### config.mk
export PLATFORM = sky130hd
export DESIGN_NAME = alu_arbiter
export DESIGN_NICKNAME = d
export VERILOG_FILES = /design/src/rtl/alu_arbiter.sv
export SDC_FILE = /design/constraint.sdc
export NUM_CORES = 1
export LEC_CHECK = 0
export ABC_AREA = 1
export BUFFER_PORTS_ARGS = -buffer_cell sky130_fd_sc_hd__buf_2
export CORE_MARGIN = 2
export CORE_UTILIZATION = 60
export DETAILED_ROUTE_END_ITERATION = 6
export PLACE_DENSITY = 0.85
export SETUP_SLACK_MARGIN = 0.2
export SYNTH_ARGS = -nofsm -noshare
export SYNTH_HDL_FRONTEND = slang
export SYNTH_SLANG_ARGS = --single-unit
export TNS_END_PERCENT = 10
### constraint.sdc
create_clock -name clk -period 4.2 [get_ports clk]
set_clock_uncertainty 0.2 [all_clocks]
set_input_delay 0.84 -clock clk [delete_from_list [all_inputs] [get_ports clk]]
set_output_delay 0.84 -clock clk [all_outputs]
set_load 0.1 [all_outputs]
### src/rtl/alu_arbiter.sv
// alu_arbiter: shares one combinational ALU between two valid/ready requesters with a round-robin grant.
// Optional macro ALU_ARB_FIXED_PRIORITY_EN: requester 0 wins every contested grant.
// Opcodes: 0 ADD, 1 SUB (carry = borrow), 2 AND, 3 OR, 4 XOR, 5 SLL by b[log2(DATA_W)-1:0].
module alu_arbiter #(
    parameter int unsigned DATA_W = 32,
    parameter int unsigned CNT_W  = 16,
    parameter int unsigned MAX_OP = 5
) (
    input  logic              clk,
    input  logic              rst,
    input  logic              req0_valid,
    output logic              req0_ready,
    input  logic [DATA_W-1:0] req0_a,
    input  logic [DATA_W-1:0] req0_b,
    input  logic [3:0]        req0_op,
    input  logic              req1_valid,
    output logic              req1_ready,
    input  logic [DATA_W-1:0] req1_a,
    input  logic [DATA_W-1:0] req1_b,
    input  logic [3:0]        req1_op,
    output logic              rsp_valid,
    input  logic              rsp_ready,
    output logic              rsp_id,
    output logic [DATA_W-1:0] rsp_result,
    output logic              rsp_carry,
    output logic              rsp_zero,
    output logic              rsp_negative,
    output logic              rsp_overflow,
    output logic              rsp_err,
    output logic              busy,
    output logic [CNT_W-1:0]  ops_done
);
    localparam int unsigned OP_W = 4;
    localparam int unsigned SH_W = $clog2(DATA_W);

    typedef enum logic [1:0] {IDLE = 2'd0, EXEC = 2'd1, RESP = 2'd2} state_e;

    state_e            state_q, state_d;
    logic              last_grant_q, last_grant_d;
    logic [DATA_W-1:0] a_q, a_d, b_q, b_d;
    logic [OP_W-1:0]   op_q, op_d;
    logic              id_q, id_d;
    logic              rsp_valid_q, rsp_valid_d;
    logic              rsp_id_q, rsp_id_d;
    logic [DATA_W-1:0] rsp_result_q, rsp_result_d;
    logic [4:0]        rsp_flags_q, rsp_flags_d;  // {err, overflow, negative, zero, carry}
    logic [CNT_W-1:0]  ops_done_q, ops_done_d;

    logic              grant;
    logic              accept;
    logic [DATA_W:0]   alu_wide;
    logic [DATA_W-1:0] alu_result;
    logic              alu_carry;
    logic              alu_overflow;
    logic              alu_illegal;

    // Grant: 0 selects requester 0, 1 selects requester 1
    always_comb begin
        grant = 1'b0;
        if (req0_valid && req1_valid) begin
`ifdef ALU_ARB_FIXED_PRIORITY_EN
            grant = 1'b0;
`else
            grant = ~last_grant_q;
`endif
        end else if (req1_valid) begin
            grant = 1'b1;
        end
    end

    assign req0_ready = (state_q == IDLE) && !rst && !grant;
    assign req1_ready = (state_q == IDLE) && !rst && grant;
    assign accept     = (req0_valid && req0_ready) || (req1_valid && req1_ready);

    // The ALU sees only the operand registers, so requester inputs may change after accept
    always_comb begin
        alu_wide     = '0;
        alu_result   = '0;
        alu_carry    = 1'b0;
        alu_overflow = 1'b0;
        alu_illegal  = (op_q > OP_W'(MAX_OP));
        case (op_q)
            4'd0: begin
                alu_wide     = {1'b0, a_q} + {1'b0, b_q};
                alu_result   = alu_wide[DATA_W-1:0];
                alu_carry    = alu_wide[DATA_W];
                alu_overflow = (a_q[DATA_W-1] == b_q[DATA_W-1]) &&
                               (alu_result[DATA_W-1] != a_q[DATA_W-1]);
            end
            4'd1: begin
                alu_wide     = {1'b0, a_q} - {1'b0, b_q};
                alu_result   = alu_wide[DATA_W-1:0];
                alu_carry    = alu_wide[DATA_W];
                alu_overflow = (a_q[DATA_W-1] != b_q[DATA_W-1]) &&
                               (alu_result[DATA_W-1] != a_q[DATA_W-1]);
            end
            4'd2:    alu_result = a_q & b_q;
            4'd3:    alu_result = a_q | b_q;
            4'd4:    alu_result = a_q ^ b_q;
            4'd5:    alu_result = a_q << b_q[SH_W-1:0];
            default: ;
        endcase
    end

    always_ff @(posedge clk) begin
        if (rst) begin
            state_q <= IDLE;
        end else begin
            state_q <= state_d;
        end
    end

    always_comb begin
        state_d = state_q;
        case (state_q)
            IDLE:    if (accept) state_d = EXEC;
            EXEC:    state_d = RESP;
            RESP:    if (rsp_ready) state_d = IDLE;
            default: state_d = IDLE;
        endcase
    end

    // Operand capture, response capture and completion counting
    always_comb begin
        last_grant_d = last_grant_q;
        a_d          = a_q;
        b_d          = b_q;
        op_d         = op_q;
        id_d         = id_q;
        rsp_valid_d  = rsp_valid_q;
        rsp_id_d     = rsp_id_q;
        rsp_result_d = rsp_result_q;
        rsp_flags_d  = rsp_flags_q;
        ops_done_d   = ops_done_q;
        case (state_q)
            IDLE: begin
                if (accept) begin
                    a_d          = grant ? req1_a : req0_a;
                    b_d          = grant ? req1_b : req0_b;
                    op_d         = grant ? req1_op : req0_op;
                    id_d         = grant;
                    last_grant_d = grant;
                end
            end
            EXEC: begin
                rsp_valid_d = 1'b1;
                rsp_id_d    = id_q;
                if (alu_illegal) begin
                    rsp_result_d = '0;
                    rsp_flags_d  = 5'b10000;
                end else begin
                    rsp_result_d = alu_result;
                    rsp_flags_d  = {1'b0, alu_overflow, alu_result[DATA_W-1],
                                    (alu_result == '0), alu_carry};
                end
            end
            RESP: begin
                if (rsp_ready) begin
                    rsp_valid_d = 1'b0;
                    ops_done_d  = ops_done_q + CNT_W'(1);
                end
            end
            default: ;
        endcase
    end

    always_ff @(posedge clk) begin
        if (rst) begin
            last_grant_q <= 1'b1;
            a_q          <= '0;
            b_q          <= '0;
            op_q         <= '0;
            id_q         <= 1'b0;
            rsp_valid_q  <= 1'b0;
            rsp_id_q     <= 1'b0;
            rsp_result_q <= '0;
            rsp_flags_q  <= '0;
            ops_done_q   <= '0;
        end else begin
            last_grant_q <= last_grant_d;
            a_q          <= a_d;
            b_q          <= b_d;
            op_q         <= op_d;
            id_q         <= id_d;
            rsp_valid_q  <= rsp_valid_d;
            rsp_id_q     <= rsp_id_d;
            rsp_result_q <= rsp_result_d;
            rsp_flags_q  <= rsp_flags_d;
            ops_done_q   <= ops_done_d;
        end
    end

    assign rsp_valid    = rsp_valid_q;
    assign rsp_id       = rsp_id_q;
    assign rsp_result   = rsp_result_q;
    assign rsp_carry    = rsp_flags_q[0];
    assign rsp_zero     = rsp_flags_q[1];
    assign rsp_negative = rsp_flags_q[2];
    assign rsp_overflow = rsp_flags_q[3];
    assign rsp_err      = rsp_flags_q[4];
    assign busy         = (state_q != IDLE);
    assign ops_done     = ops_done_q;

endmodule

==> summary.txt <==
Status -> finished with violations
Failing checks -> DRC
Starting Density -> 61.3%
Final GP Congestion -> 1.16
Critical Path RT -> 4.38 ns
Xor/xnor share of the synthesized area -> 0.126%
PostCTS Resize Cnt -> 0
Final min period -> 3.56 ns
Syn Area/Cell -> 5.52 sq um
Reg2reg end -> rsp_flags_q[1]$_SDFFE_PP0P_
CTS tree -> done
Power share of the clock group -> 22.9%
CP arrival -> 3.74 ns
Worst setup path startpoint -> a_q[24]$_SDFFE_PP0P_
Drt drc -> 7
Share of the synthesized area in the top cell type -> 21.3%
Core area -> 22600 sq um
Startpoint types -> flip-flop
Worst Hold Class -> reg -> reg
Setup Buffers After CTS -> 0
# setup viols final -> 0
CTS Buf Count -> 17
1st-iter DRT viols -> 2863
Pwr Density -> 475 nW/um^2
Power Internal -> 3.46 mW
Least-Margin Pin Slew -> 0.882 ns
Vias -> 17200
Final Max Tran Viols -> 0
Largest family of logic cells by synthesized area -> simple AND/OR/NAND/NOR gates
Sequential Power Share -> 20.6%
Sw Share -> 52.8%
First-pass GRT wire length -> 83200 um
IO Count -> 199
Clk buf depth -> 2
# Max-Cap Violations -> 0
Post-Synth Adder-Cell Area -> 9.94%
Detailed placer's ending HPWL -> 42800 um
Cell Area, Synth -> 13900 sq um
Layout Nets -> 2883
Post-synthesis mux area share -> 0%
Compound-Gate Fraction of Synth Area -> 11.6%
Simple-gate area share of the yosys netlist -> 45.3%
Antenna Nets Post-Route -> 0
Clock Sinks -> 126
Post-synth EDFFs -> 0
Ys async rst share -> 0%
Worst r2r path cells -> 14
Post-synthesis sequential area ratio -> 18.2%
Syn_nets -> 2764
Period utilisation layout -> 84.8%
Crit path to -> rsp_flags_q[1]$_SDFFE_PP0P_
Slew headroom -> 41.2%
TNS Setup -> 0 ns
Clk root buf -> clkbuf_16
DRT Pass-1 Iters -> 7
Top cells by area, synth -> nand2_1 (21%), dfxtp_1 (18%), nand3_1 (14%)
Worst-path clk slew -> 0.07 ns
VDD IR max -> 291 uV
Diode count -> 0
Worst Setup End Kind -> flip-flop
Total GRT Usage -> 44.5%
Most used flip-flop cell after synthesis -> dfxtp_1
Leakage -> 8.72 nW
Share of post-route cells with drive strength above 1 -> 12.1%
Combinational share of power -> 56.5%
Reg-to-reg slack, setup -> 0.64 ns
Crit-path max FO -> 8
Top cell type by total area after synthesis -> nand2_1
H-tree depth -> 4
PortBufs -> 198
Final Hold Viols -> 0
Initial antenna violation count -> 0
Final wirelength -> 54700 um
Pin count of the biggest net entering global routing -> 71
RSZ-0062 raised after global routing -> false
FP Rows -> 55
WS Path Type -> reg -> reg
Switch Pwr -> 3.88 mW
Fmax achieved -> 281 MHz
DIE AREA -> 24400 sq um
Die height -> 156 um
Clock Latency Late Sink -> 0.44 ns
Global route overflow -> 0
Warnings from Yosys -> 0
Total of fill cells in the finished design -> 2167
Post-DR wirelength/cell -> 18.7 um
Post-Synthesis Cells -> 2514
#FFs+latches synth -> 126
Die Wd -> 156 um
Post-layout instance area -> 15500 sq um
Via density -> 5.88
Area grow syn2layout -> 11.4%
CTS Hold Buffers Added -> 0
Worst r2r src -> a_q[24]$_SDFFE_PP0P_
Placement Cell Area -> 14800 sq um
Yosys cell types -> 48
Vias in the first global route -> 15400
[power groups by stage]
stage                     combinational [mW]  clock, mW  sequential (mW)
after global routing                    4.47       1.72             1.53
after detailed placement                3.91          0             1.53
after floorplan                         2.58          0             1.77
final                                   4.15       1.68             1.51
after global placement                  3.87          0             1.52
after CTS                               3.95       1.67             1.50
[per-stage QoR]
step	instances	total power, mW	utilization (%)	hold WS, ns	setup slack, ns
floorplan	2514	4.35	-	0.229	0.495
global placement	2899	5.39	65.5	0.244	0.831
detailed placement	2899	5.44	65.5	0.256	0.798
CTS	2930	7.12	68.3	0.266	0.779
global route	2930	7.72	68.3	0.290	0.521
finish	2930	7.34	68.3	0.267	0.638
[placed cells by master (no fill, tap or decap), types with 3 or more instances in the layout]
master	n
a21oi_1	84
buf_4	18
ha_1	107
nand2_2	8
nand3b_1	8
nor3_2	4
inv_1	374
o221ai_1	3
and3_1	6
nor2_1	210
nor2_2	12
o21ai_0	125
bufinv_16	4
o211ai_1	11
clkinvlp_4	3
nand4_1	22
o21ai_1	11
a31oi_1	6
a21oi_2	5
nand2_1	788
o21bai_1	11
o22ai_1	20
nor3_1	16
nor3b_1	3
a221oi_2	4
inv_6	4
buf_2	198
clkbuf_16	17
nand3_1	380
dfxtp_1	126
inv_2	28
[layout make-up]
| cell class | count | area (sq um) | share of cell area, % |
|---|---|---|---|
| Clock buffer | 17 | 425 | 2.75 |
| Clock inverter | 14 | 206 | 1.34 |
| Inverter | 403 | 1510 | 9.79 |
| Multi-Input combinational cell | 1869 | 9300 | 60.2 |
| Sequential cell | 126 | 2520 | 16.3 |
| Tap cell | 285 | 357 | 2.31 |
| Timing Repair Buffer | 216 | 1130 | 7.29 |
[critical path: stages (launching register included)]
cell and delay (ns):
dfxtp_1 0.49, inv_1 0.17, ha_1 0.57, nand2_1 0.18, nor4_1 0.69, nand3_1 0.33, nand2_1 0.14, nand2_1 0.05
nand3_1 0.07, nand2_1 0.07, nor2_1 0.16, nand2_1 0.07, nor2_1 0.11, nand3_1 0.09, a21oi_2 0.11
[how the worst min path moves through the flow]
stage	from	end	slack, ns	cells after the start
after floorplan	last_grant_q$_SDFFE_PP1P_	last_grant_q$_SDFFE_PP1P_	0.23	2
after global placement	last_grant_q$_SDFFE_PP1P_	last_grant_q$_SDFFE_PP1P_	0.24	2
after detailed placement	rsp_result[4]$_SDFFE_PP0P_	rsp_result[4]$_SDFFE_PP0P_	0.26	2
after CTS	rsp_result[4]$_SDFFE_PP0P_	rsp_result[4]$_SDFFE_PP0P_	0.27	2
after global routing	rsp_result[4]$_SDFFE_PP0P_	rsp_result[4]$_SDFFE_PP0P_	0.29	2
final	rsp_result[4]$_SDFFE_PP0P_	rsp_result[4]$_SDFFE_PP0P_	0.27	2
[per-layer routing]
layer	vias up	GRT usage, %	wire length [um]
met1	7546	58.0	21200
met3	234	13.5	8130
li1	8170	-	-
met2	1267	64.7	21700
met4	0	25.8	3700
met5	-	0	0
[synth_stat cells, drive strengths merged, types with 23 or more instances]
master,instances
a21oi,89
buf,60
clkbuf,56
dfxtp,126
ha,107
inv,400
nand2,797
nand3,382
nand4,23
nor2,224
o21ai,137
[kinds of logic after synthesis]
group           Yosys count
xor+xnor                  2
compound gates          286
buf+inv                 519
fa+ha+maj               109
flops                   126
simple gates           1472
[flip-flops by register name (all words and copies together) (netlist names), 2 cells and up]
name and flops:
b_q 32, rsp_flags_q 5, state_q 2, rsp_result 31, op_q 4, ops_done 16, a_q 32
Power figures use the tool's default switching activity.
